==> config.mk <==
export PLATFORM = sky130hd
export DESIGN_NAME = mux2_rr_arb
export DESIGN_NICKNAME = d
export VERILOG_FILES = /design/src/rtl/mux2_rr_arb.sv
export SDC_FILE = /design/constraint.sdc
export NUM_CORES = 1
export LEC_CHECK = 0
export BUFFER_PORTS_ARGS = -buffer_cell sky130_fd_sc_hd__buf_2
export CAP_MARGIN = 40
export CORE_MARGIN = 2
export CORE_UTILIZATION = 30
export DETAILED_ROUTE_END_ITERATION = 10
export MAX_ROUTING_LAYER = met4
export SETUP_SLACK_MARGIN = 0.02
export SYNTH_ARGS = -nofsm -noshare
export SYNTH_HDL_FRONTEND = slang
export SYNTH_SLANG_ARGS = --single-unit
export TNS_END_PERCENT = 5
==> constraint.sdc <==
create_clock -name clk -period 2.4 [get_ports clk]
set_clock_uncertainty 0.2 [all_clocks]
set_input_delay 0.48 -clock clk [delete_from_list [all_inputs] [get_ports clk]]
set_output_delay 0.48 -clock clk [all_outputs]
set_load 0.01 [all_outputs]
==> src/rtl/mux2_rr_arb.sv <==
// mux2_rr_arb: two-source round-robin arbiter feeding a registered output slot.
// Source A maps to sel=0 and source B to sel=1, matching the downstream 2:1 mux.
// The slot reloads in the same cycle it drains, so with out_ready held high it
// forwards one word per cycle with one cycle of latency.
// Optional build: define MUX2_RR_ARB_STATS_EN to add saturating grant counters
// cnt_a / cnt_b.
//
// state   | meaning
// S_EMPTY | output slot holds no word (out_valid=0)
// S_FULL  | output slot holds a word waiting for the consumer (out_valid=1)
module mux2_rr_arb #(
  parameter int WIDTH     = 8,
  parameter int CNT_WIDTH = 16
) (
  input  logic                 clk,
  input  logic                 rst,
  input  logic                 a_valid,
  input  logic [WIDTH-1:0]     a_data,
  output logic                 a_ready,
  input  logic                 b_valid,
  input  logic [WIDTH-1:0]     b_data,
  output logic                 b_ready,
  output logic                 out_valid,
  output logic [WIDTH-1:0]     out_data,
  input  logic                 out_ready,
  output logic                 sel
`ifdef MUX2_RR_ARB_STATS_EN
  ,
  output logic [CNT_WIDTH-1:0] cnt_a,
  output logic [CNT_WIDTH-1:0] cnt_b
`endif
);

  typedef enum logic {
    S_EMPTY = 1'b0,
    S_FULL  = 1'b1
  } state_t;

  state_t           state_q, state_d;
  logic [WIDTH-1:0] data_q, data_d;
  logic             sel_q, sel_d;
  logic             prio_q, prio_d;

  logic can_load;
  logic grant_a;
  logic grant_b;
  logic load;

  // Arbitration and readies; prio_q=0 lets A win a tie, prio_q=1 lets B win.
  always_comb begin
    can_load = (state_q == S_EMPTY) | out_ready;
    grant_a  = a_valid & (~b_valid | ~prio_q);
    grant_b  = b_valid & (~a_valid |  prio_q);
    // Readies are held low during reset so no handshake completes that cycle.
    a_ready  = ~rst & can_load & grant_a;
    b_ready  = ~rst & can_load & grant_b;
    load     = a_ready | b_ready;
  end

  // Next-state: slot contents and priority change only when a word is loaded.
  always_comb begin
    state_d = state_q;
    data_d  = data_q;
    sel_d   = sel_q;
    prio_d  = prio_q;
    if (load) begin
      data_d = b_ready ? b_data : a_data;
      sel_d  = b_ready;
      // The source not granted now wins the next tie.
      prio_d = ~b_ready;
    end
    case (state_q)
      S_EMPTY: if (load) state_d = S_FULL;
      S_FULL:  if (!load && out_ready) state_d = S_EMPTY;
      default: state_d = S_EMPTY;
    endcase
  end

  // State and slot registers with synchronous reset.
  always_ff @(posedge clk) begin
    if (rst) begin
      state_q <= S_EMPTY;
      data_q  <= '0;
      sel_q   <= 1'b0;
      prio_q  <= 1'b0;
    end else begin
      state_q <= state_d;
      data_q  <= data_d;
      sel_q   <= sel_d;
      prio_q  <= prio_d;
    end
  end

  assign out_valid = (state_q == S_FULL);
  assign out_data  = data_q;
  assign sel       = sel_q;

`ifdef MUX2_RR_ARB_STATS_EN
  logic [CNT_WIDTH-1:0] cnt_a_q;
  logic [CNT_WIDTH-1:0] cnt_b_q;

  // Grant counters stick at all-ones instead of wrapping.
  always_ff @(posedge clk) begin
    if (rst) begin
      cnt_a_q <= '0;
      cnt_b_q <= '0;
    end else begin
      if (a_ready && (cnt_a_q != {CNT_WIDTH{1'b1}})) cnt_a_q <= cnt_a_q + 1'b1;
      if (b_ready && (cnt_b_q != {CNT_WIDTH{1'b1}})) cnt_b_q <= cnt_b_q + 1'b1;
    end
  end

  assign cnt_a = cnt_a_q;
  assign cnt_b = cnt_b_q;
`endif

endmodule

==> qor.csv, run 1 <==
stage,metric,value,unit
status,status,finished clean,
logic_synthesis,synth_xor_area_share,0,%
logic_synthesis,synth_edf_count,0,
global_routing,gr-usage-all-layers,15.3,%
global_routing,grt_max_degree,20,
worst_setup_path,crit_arrival,1.50,ns
sta,setup_viol,0,
clock_network,clock_sinks,11,
logic_synthesis,synth_ff_type,dfxtp_1,
worst_setup_path,reg2reg_slack,0.70,ns
sta,whs,0.262,ns
logic_synthesis,synth_most_common_cell,dfxtp_1,
placed_design,dpl.hpwl,1.26,mm
clock_network,hold_buffers,0,
sta,finalHoldViolCount,0,
floorplan,pin_count,33,
sta,maxSlewHeadroom,73.9,%
worst_setup_path,worstSetupPathType,input port to output port,
worst_setup_path,required,1.72,ns
placed_design,gp_congestion,0.778,
logic_synthesis,synth.avg_cell_area,8.58,um2
logic_synthesis,netlist_area,661,um2
final_layout,final_cell_count_no_fill,132,
final_layout,num-nets-final,127,
clock_network,insertion_delay,0.26,ns
power,irDropWorstVdd,0.000190,V
sta,fin_crit_sh,90.6,%
logic_synthesis,postSynth.asyncResetShare,0,%
logic_synthesis,ys_seq_elements,11,
sta,slew_violations,0,
logic_synthesis,synth_top_family_by_area,compound AO/OA/AOI/OAI gates,
detailed_routing,drt-initial-drc-count,25,
floorplan,core_area,2020,um2
final_layout,syn2layout_area_growth,27.8,%
logic_synthesis,synth_adder_area_share,0,%
clock_network,numCtsBuffers,3,
floorplan,die_h,50.9,um
detailed_routing,viasPerCell,5.60,
detailed_routing,ant_nets,0,
floorplan,die-area,2590,um2
placed_design,port_buffers,32,
detailed_routing,vias,739,
worst_setup_path,startpoint_type,input port,
logic_synthesis,netlist_instances,77,
clock_network,post_cts_buffers,0,
sta,fmaxAchievable,460,MHz
logic_synthesis,synth_compound_area_share,34.1,%
detailed_routing,drc,0,
floorplan,rows,16,
final_layout,finalInstanceArea,845,um2
worst_setup_path,endpoint_kind,output port,
logic_synthesis,yosysTopAreaCell,dfxtp_1,
final_layout,drive_gt1_share,40.0,%
logic_synthesis,synth_simple_gate_area_share,21.4,%
clock_network,cts_tree,done,
clock_network,cts_max_level,1,
clock_network,ctsRootBufferMaster,clkbuf_4,
sta,rsz0062_at_grt,no,
power,power.density,534,nW/um2
min_path,hold_class,flop to flop,
clock_network,cts_resized,0,
placed_design,dp.cells,128,
logic_synthesis,yosys_warnings,0,
logic_synthesis,syn_nets,98,
power,leakage,0.000366,uW
logic_synthesis,synth-seq-area-share,33.3,%
sta,tightest_slew,0.391,ns
global_routing,antenna_found_initial,0,
worst_setup_path,cp_max_fo,11,
global_routing,grt_pass1_vias,604,
logic_synthesis,synth_top_area_share,33.3,%
logic_synthesis,synth_commonest_cells,"dfxtp_1, a31oi_1, nand2_1, or4_1",
job,maxCapViolCount,0,
clock_network,cts.clk_slew.worst_paths,0.07,ns
detailed_routing,finalWirelength,1.84,mm
sta,period_needed,2.18,ns
floorplan,start_util,32.7,%
global_routing,grt-ovfl-total,0,
sta,finalSetupTns,0,ns
floorplan,die_x,50.9,um
placed_design,placed_cell_area,818,um2
logic_synthesis,synthTopCellsByArea,"dfxtp_1, a311oi_1, o41ai_1",
detailed_routing,wire_per_inst,13.9,um
detailed_routing,detail_route.first_pass.iterations,4,
final_layout,n_antenna_cell,0,
logic_synthesis,synth.area.mux_share,0,%
global_routing,grt_first_pass_wirelength,2.84,mm
logic_synthesis,yosysUniqueCellTypes,19,
clock_network,cts_buffer_depth,2,
## registers in the layout, summed over array words and instances (netlist names)
register / cells
prio_q: 1
out_data: 8
out_valid: 1
sel: 1
## final cells by class
| cell class | instances | area, um2 |
|---|---|---|
| Clock buffer | 4 | 26.3 |
| Fill cell | 218 | 1180 |
| Inverter | 4 | 15.0 |
| Multi-Input combinational cell | 51 | 367 |
| Sequential cell | 11 | 220 |
| Tap cell | 27 | 33.8 |
| Timing Repair Buffer | 35 | 183 |
## cells by family (layout without fill, tap and decap cells)
kind of cell / count (synthesis) / in the layout
compound gates: 28 / 28
simple gates: 23 / 23
buf+inv: 15 / 43
flops: 11 / 11
## power breakdown
part | total [uW] | internal [uW] | switching, uW
Clock | 126 | 64.2 | 62.0
Sequential | 206 | 198 | 8.01
Combinational | 118 | 52.1 | 66.4
## placed cells by master (no fill, tap or decap)
cell       netlist  routed
buf_2            2      32
dfxtp_1         11      11
or4_1            9       9
nand2_1          9       9
a31oi_1          9       9
o41ai_1          8       8
a311oi_1         8       8
inv_1            3       3
clkbuf_4         0       3
buf_4            0       3
inv_2            1       1
nor2b_4          1       1
nor2b_1          1       1
a2111oi_2        1       1
or2b_1           1       1
or2_1            1       1
and3_1           1       1
o21ai_0          1       1
a31o_2           1       1
clkbuf_1         7       1
## through the flow
| stage | total power [uW] | setup slack [ns] | utilization [%] |
|---|---|---|---|
| 6_report | 451 | 0.225 | 41.8 |
| 2_1_floorplan | 286 | 0.321 | - |
| 3_3_place_gp | 328 | 0.253 | 40.5 |
| 3_5_place_dp | 329 | 0.225 | 40.5 |
| 5_1_grt | 487 | 0.133 | 41.8 |
| 4_1_cts | 459 | 0.225 | 41.8 |
## worst max-delay path, cell delays in order
cell,delay (ns)
buf_2,0.21
inv_2,0.06
or4_1,0.55
inv_1,0.08
buf_2,0.12
## layer usage
metal / vias to the layer above / wire [um] / share of wire (%) / track usage, %
li1: 367 / - / - / -
met1: 340 / 832 / 45 / 19.7
met2: 30 / 875 / 48 / 21.2
met3: 2 / 103 / 5.6 / 3.22
met4: 0 / 27 / 1.5 / 10.8
met5: - / 0 / 0 / -
## worst paths after layout
| kind | from | end | cells after the start |
|---|---|---|---|
| max | b_valid | b_ready | 5 |
| min reg2reg | sel | sel | 2 |
| max reg2reg | prio_q | out_data[6] | 4 |
| min | sel | sel | 2 |
No activity file was read; power rests on OpenSTA's default activity.
==> run 2, diff against run 1 <==
--- a/config.mk
+++ b/config.mk
@@ -10,6 +10,7 @@
 export CORE_MARGIN = 2
 export CORE_UTILIZATION = 30
 export DETAILED_ROUTE_END_ITERATION = 10
+export GPL_TIMING_DRIVEN = 0
 export MAX_ROUTING_LAYER = met4
 export SETUP_SLACK_MARGIN = 0.02
 export SYNTH_ARGS = -nofsm -noshare
==> run 2 against run 1 <==
Against the previous run:
- flip-flop and latch count unchanged
- hold slack better by 0.0012 ns
- non-clock buffer count up 5
- sequential share of layout area down 0.82 points
- power up 2.0%
- die area unchanged
- maximum frequency down 4.0%
- global-route usage up 1.5 points
- clock power about the same
- final cell count up 3.8%
- worst setup slack worse by 0.091 ns
==> qor.csv, run 2 (synthesized netlist as in run 1, its figures left out) <==
stage,metric,value,unit,change
clock_network,ctsRootBufferMaster,clkbuf_4,,
sta,fin_crit_sh,94.5,%,+3.8 points
sta,period_needed,2.27,ns,+0.0914 ns
worst_setup_path,timing.rr.start,out_valid,,
clock_network,cts_max_level,1,,unchanged
detailed_routing,wire_per_inst,14.6,um,+5.1%
global_routing,grt_first_pass_wirelength,3.23,mm,+14%
clock_network,cts_tree,done,,
clock_network,cts.clk_slew.worst_paths,0.07,ns,about the same
final_layout,fin_util,43.1,%,+1.4 points
worst_setup_path,reg2reg_slack,0.51,ns,-0.19 ns
detailed_routing,ant_nets,0,,unchanged
clock_network,insertion_delay,0.26,ns,about the same
min_path,hold_class,flop to flop,,
worst_setup_path,required,1.72,ns,about the same
power,leakage,0.000372,uW,+1.8%
floorplan,die_h,50.9,um,unchanged
worst_setup_path,r2r_cells,5,,+1
detailed_routing,vias,767,,+3.8%
floorplan,pin_count,33,,unchanged
worst_setup_path,crit_arrival,1.59,ns,+0.09 ns
floorplan,die-area,2590,um2,unchanged
final_layout,n_antenna_cell,0,,unchanged
worst_setup_path,cp_max_fo,11,,unchanged
final_layout,final_cell_mix,"buf_2, dfxtp_1, or4_1, nand2_1, a31oi_1",,
min_path,hold_path_depth,2,,unchanged
worst_setup_path,crit_path_top_delay_cell,or4_1,,
worst_setup_path,worstSetupStartpoint,b_valid,,
clock_network,post_cts_buffers,0,,unchanged
sta,fmaxAchievable,441,MHz,-4.0%
global_routing,grt_max_degree,12,,-40%
detailed_routing,drt-initial-drc-count,32,,+28%
placed_design,dpl.hpwl,1.40,mm,+11%
clock_network,cts_buffer_depth,2,,unchanged
status,status,finished clean,,
placed_design,port_buffers,31,,-3.1%
power,power.density,528,nW/um2,-1.2%
sta,rsz0062_at_grt,no,,
sta,finalSetupTns,0,ns,unchanged
floorplan,rows,16,,unchanged
sta,slew_violations,0,,unchanged
job,maxCapViolCount,0,,unchanged
detailed_routing,finalWirelength,2.01,mm,+9.1%
sta,maxSlewHeadroom,59.4,%,-14 points
global_routing,gr-usage-all-layers,16.8,%,+1.5 points
min_path,min_from,sel,,
placed_design,gp_congestion,0.736,,-5.4%
worst_setup_path,startpoint_type,input port,,
power,irDropWorstVdd,0.000234,V,+23%
global_routing,grt_pass1_vias,712,,+18%
detailed_routing,drc,0,,unchanged
clock_network,hold_buffers,0,,unchanged
sta,setup_viol,0,,unchanged
final_layout,final_common_cell,buf_2,,
worst_setup_path,worstSetupPathType,input port to output port,,
detailed_routing,detail_route.first_pass.iterations,4,,unchanged
clock_network,numCtsBuffers,3,,unchanged
final_layout,syn2layout_area_growth,32.0,%,
detailed_routing,viasPerCell,5.60,,about the same
power,power.total,460,uW,+2.0%
clock_network,clock_sinks,11,,unchanged
floorplan,die_x,50.9,um,unchanged
sta,whs,0.263,ns,+0.00119 ns
final_layout,drive_gt1_share,38.2,%,-1.8 points
floorplan,core_area,2020,um2,unchanged
final_layout,largest_reg_flops,8,,unchanged
global_routing,antenna_found_initial,0,,unchanged
worst_setup_path,endpoint_kind,output port,,
final_layout,num-nets-final,132,,+3.9%
sta,finalHoldViolCount,0,,unchanged
sta,tightest_slew,0.606,ns,+0.215 ns
floorplan,start_util,32.7,%,unchanged
global_routing,grt-ovfl-total,0,,unchanged
worst_setup_path,critPathMaxStageDelay,0.58,ns,+0.03 ns
worst_setup_path,cp_cell_sequence,clkbuf_4 -> inv_2 -> or4_1 -> inv_1 -> buf_2,,
## run 2: cell types whose count changed in the layout (fill, tap and decap cells not counted), sizes merged
| cell | previous run | this run |
|---|---|---|
| buf | 35 | 33 |
| clkbuf | 4 | 11 |
## run 2: final timing paths
check,end
worst max-delay path,b_ready
worst min-delay path,sel
worst max register to register,out_data[5]
worst min register to register,sel
## run 2: layout make-up
| cell class | count | area, um2 |
|---|---|---|
| inverters | 4 | 15.0 |
| clock buffers | 4 | 26.3 |
| fillers | 228 | 1150 |
| multi-input cells | 51 | 369 |
| well taps | 27 | 33.8 |
| repair buffers | 31 | 158 |
| flip-flops and latches | 11 | 220 |
| plain buffers | 9 | 50.0 |
## run 2: timing repair
item / 4_1_cts / 5_1_grt
gates resized for setup: 1 / 2
endpoints found under the setup margin: 1 / 1
gates cloned: 0 / 0
## run 2: critical path, delay by kind of cell
kind	cells	cell delay, ns
buffers and inverters	4	0.52
and+or+nand+nor	1	0.58
## run 2: per-stage QoR
stage,cells,instance area [um2],worst slack (ns)
after detailed placement,135,850,-0.0384
final,137,872,0.133
after global placement,135,850,-0.0384
after global routing,137,872,0.0656
after floorplan,77,661,0.321
after CTS,138,872,0.0348
## run 2: report_power, final
group	leakage (uW)	switching, uW	internal [uW]
Clock	0.0000150	64.3	64.3
Sequential	0.0000912	8.59	198
Combinational	0.000266	70.1	54.3
Total	0.000372	143	317
## run 2: per-layer routing
| layer | global-route usage [%] | share of wire [%] | vias to the layer above |
|---|---|---|---|
| li1 | - | - | 380 |
| met1 | 22.0 | 44 | 351 |
| met2 | 24.0 | 48 | 32 |
| met3 | 2.05 | 6.1 | 4 |
| met4 | 11.7 | 1.9 | 0 |
| met5 | - | 0 | - |
==> run 3, diff against run 2 <==
--- a/config.mk
+++ b/config.mk
@@ -5,13 +5,15 @@
 export SDC_FILE = /design/constraint.sdc
 export NUM_CORES = 1
 export LEC_CHECK = 0
+export ABC_AREA = 1
 export BUFFER_PORTS_ARGS = -buffer_cell sky130_fd_sc_hd__buf_2
 export CAP_MARGIN = 40
 export CORE_MARGIN = 2
-export CORE_UTILIZATION = 30
+export CORE_UTILIZATION = 43
 export DETAILED_ROUTE_END_ITERATION = 10
 export GPL_TIMING_DRIVEN = 0
 export MAX_ROUTING_LAYER = met4
+export PLACE_DENSITY = 0.76
 export SETUP_SLACK_MARGIN = 0.02
 export SYNTH_ARGS = -nofsm -noshare
 export SYNTH_HDL_FRONTEND = slang
==> run 3 against run 2 <==
Against the previous run:
- first-iteration DRC count fell by 97%
- global-route usage grew 0.84 points
- worst setup slack improved by 0.30 ns
- largest cell class unchanged
==> qor.csv, run 3 <==
stage,metric,value,unit,change
detailed_routing,wire_per_inst,9.61,um,-34%
floorplan,die_x,43.0,um,-16%
floorplan,die_h,43.0,um,-16%
clock_network,cts.clk_slew.worst_paths,0.08,ns,about the same
sta,slew_violations,0,,unchanged
logic_synthesis,ys_seq_elements,11,,unchanged
final_layout,final_cell_mix,"buf_2, nand2_1, nor2_1",,
sta,fmaxAchievable,508,MHz,+15%
clock_network,cts_max_level,1,,unchanged
worst_setup_path,timing.rr.start,prio_q,,
floorplan,core_area,1470,um2,-27%
detailed_routing,viasPerCell,4.54,,-19%
worst_setup_path,cp.depth,5,,unchanged
floorplan,die-area,1850,um2,-29%
logic_synthesis,netlist_instances,101,,+31%
power,leakage,0.000537,uW,+44%
power,power.density,553,nW/um2,+4.8%
logic_synthesis,synthTopCellsByArea,"dfxtp_1, nand2_1, nor2_1",,
logic_synthesis,synth_ff_type,dfxtp_1,,
logic_synthesis,synth_most_common_cell,nand2_1,,
final_layout,final_common_cell,buf_2,,
logic_synthesis,synth-seq-area-share,33.7,%,+0.38 points
clock_network,numCtsBuffers,3,,unchanged
floorplan,pin_count,33,,unchanged
detailed_routing,drt-initial-drc-count,1,,-97%
worst_setup_path,path_common_cell,buf_2,,
final_layout,drive_gt1_share,32.1,%,-6.1 points
sta,period_needed,1.97,ns,-0.298 ns
placed_design,port_buffers,32,,+3.2%
clock_network,cts_resized,0,,-1
logic_synthesis,synth_commonest_cells,"nand2_1, nor2_1, inv_1",,
logic_synthesis,yosysTopAreaCell,dfxtp_1,,
worst_setup_path,worstSetupPathType,flop to output port,,
final_layout,n_antenna_cell,0,,unchanged
placed_design,dp.cells,149,,+10%
final_layout,syn2layout_area_growth,31.6,%,
final_layout,fillers,163,,-29%
sta,finalSetupTns,0,ns,unchanged
clock_network,cts_tree,done,,
placed_design,dpl.hpwl,1.09,mm,-22%
detailed_routing,vias,694,,-9.5%
worst_setup_path,timing.rr.end,out_data[0],,
clock_network,post_cts_buffers,0,,unchanged
detailed_routing,drc,0,,unchanged
global_routing,grt_max_degree,11,,-1
logic_synthesis,yosys_warnings,0,,unchanged
status,status,finished clean,,
global_routing,gr-usage-all-layers,17.7,%,+0.84 points
detailed_routing,finalWirelength,1.47,mm,-27%
logic_synthesis,syn_nets,122,,+24%
sta,rsz0062_at_grt,no,,
global_routing,grt-ovfl-total,0,,unchanged
power,irDropWorstVdd,0.000290,V,+24%
job,maxCapViolCount,0,,unchanged
sta,maxSlewHeadroom,82.5,%,+23 points
logic_synthesis,postSynth.asyncResetShare,0,%,unchanged
global_routing,antenna_found_initial,0,,unchanged
worst_setup_path,startpoint_type,flop,,
min_path,hold_class,input port to flop,,
clock_network,hold_buffers,0,,unchanged
sta,finalHoldViolCount,0,,unchanged
logic_synthesis,yosysUniqueCellTypes,15,,-4
final_layout,largest_reg_flops,8,,unchanged
logic_synthesis,synth_top_area_share,33.7,%,+0.38 points
logic_synthesis,netlist_area,653,um2,-1.1%
detailed_routing,ant_nets,0,,unchanged
worst_setup_path,cp_cell_sequence,nand2_1 -> nand4_1 -> buf_2 -> inv_1 -> buf_2,,
clock_network,clock_sinks,11,,unchanged
global_routing,grt_pass1_vias,616,,-13%
worst_setup_path,critPathMaxStageDelay,0.39,ns,-0.19 ns
sta,setup_viol,0,,unchanged
detailed_routing,detail_route.first_pass.iterations,4,,unchanged
clock_network,cts_buffer_depth,2,,unchanged
logic_synthesis,synth_edf_count,0,,unchanged
sta,setup_ws,0.431,ns,+0.298 ns
final_layout,num-nets-final,159,,+20%
logic_synthesis,synth.avg_cell_area,6.47,um2,-25%
floorplan,start_util,44.4,%,+12 points
placed_design,dpl_worst_slack,0.443,ns,+0.481 ns
worst_setup_path,required,1.72,ns,about the same
floorplan,rows,14,,-2
global_routing,grt_first_pass_wirelength,2.34,mm,-28%
worst_setup_path,r2r_cells,8,,+3
sta,tightest_slew,0.262,ns,-0.344 ns
worst_setup_path,crit_arrival,1.29,ns,-0.30 ns
sta,fin_crit_sh,82.0,%,-12 points
clock_network,insertion_delay,0.27,ns,about the same
final_layout,final_cell_count_no_fill,153,,+12%
worst_setup_path,reg2reg_slack,1.02,ns,+0.51 ns
worst_setup_path,crit_path_top_delay_cell,dfxtp_1,,
worst_setup_path,cp_max_fo,10,,-1
worst_setup_path,worstSetupStartpoint,out_valid,,
worst_setup_path,endpoint_kind,output port,,
worst_setup_path,endpoint,a_ready,,
placed_design,gp_congestion,0.768,,+4.4%
worst_setup_path,crit_buf_inv,3,,-1
worst_setup_path,cp_top_family,buffers and inverters,,
clock_network,ctsRootBufferMaster,clkbuf_4,,
run 3: cell types whose count changed in the layout (fill, tap and decap cells not counted), moves of 9 or more:
cell and delta:
inv_1 +10, nor2_1 +24, or4_1 -9, nand2_1 +23
run 3: per-stage QoR:
stage	hold WS [ns]	power [uW]	utilization (%)	area, um2
after detailed placement	0.265	348	56.6	833
after global placement	0.257	343	56.6	833
after CTS	0.220	478	58.4	860
final	0.226	475	58.4	860
after global routing	0.226	502	58.4	860
after floorplan	0.268	299	-	653
run 3: worst reg2reg max path, stage by stage, from the launching register on:
cell and delay (ns):
dfxtp_1 0.36, inv_2 0.05, a21oi_2 0.16, nand2_4 0.12
buf_6 0.16, nand2_1 0.05, nand2_1 0.04, nor2_1 0.09
nor2_1 0.04
run 3: where the power goes:
group	internal [uW]	switching, uW	total (uW)
combinational	60.4	71.6	132
sequential	201	9.43	211
clock	64.4	68.2	133
run 3: final cells by class:
cell class | count | area (um2) | share of cell area [%]
Multi-Input combinational cell | 72 | 345 | 40.2
Sequential cell | 11 | 220 | 25.6
Clock buffer | 4 | 26.3 | 3.06
Inverter | 14 | 52.6 | 6.11
Tap cell | 16 | 20.0 | 2.33
Buffer | 4 | 35.0 | 4.08
Timing Repair Buffer | 32 | 160 | 18.6
run 3: per-layer routing:
metal  wire (um)  GRT usage [%]  up-vias  share of wire (%)
li1            -              -      376                  -
met1         675           20.3      290                 46
met3          86           3.40        4                5.8
met5           0              -        -                  0
met2         675           27.0       24                 46
met4          34           13.3        0                2.3
run 3: logic make-up after synthesis:
family / synth area share, %
AND/OR/NAND/NOR: 45.6
AO/OA/AOI/OAI: 7.28
flip-flops: 33.7
buffers and inverters: 13.4
run 3: how the worst min path moves through the flow:
stage                start   endpoint  slack, ns  cells after the start
floorplan           prio_q     prio_q       0.27                      2
global placement       sel        sel       0.26                      2
detailed placement     sel        sel       0.27                      2
CTS                    rst  out_valid       0.22                      2
global route           rst  out_valid       0.23                      2
finish                 rst  out_valid       0.23                      2
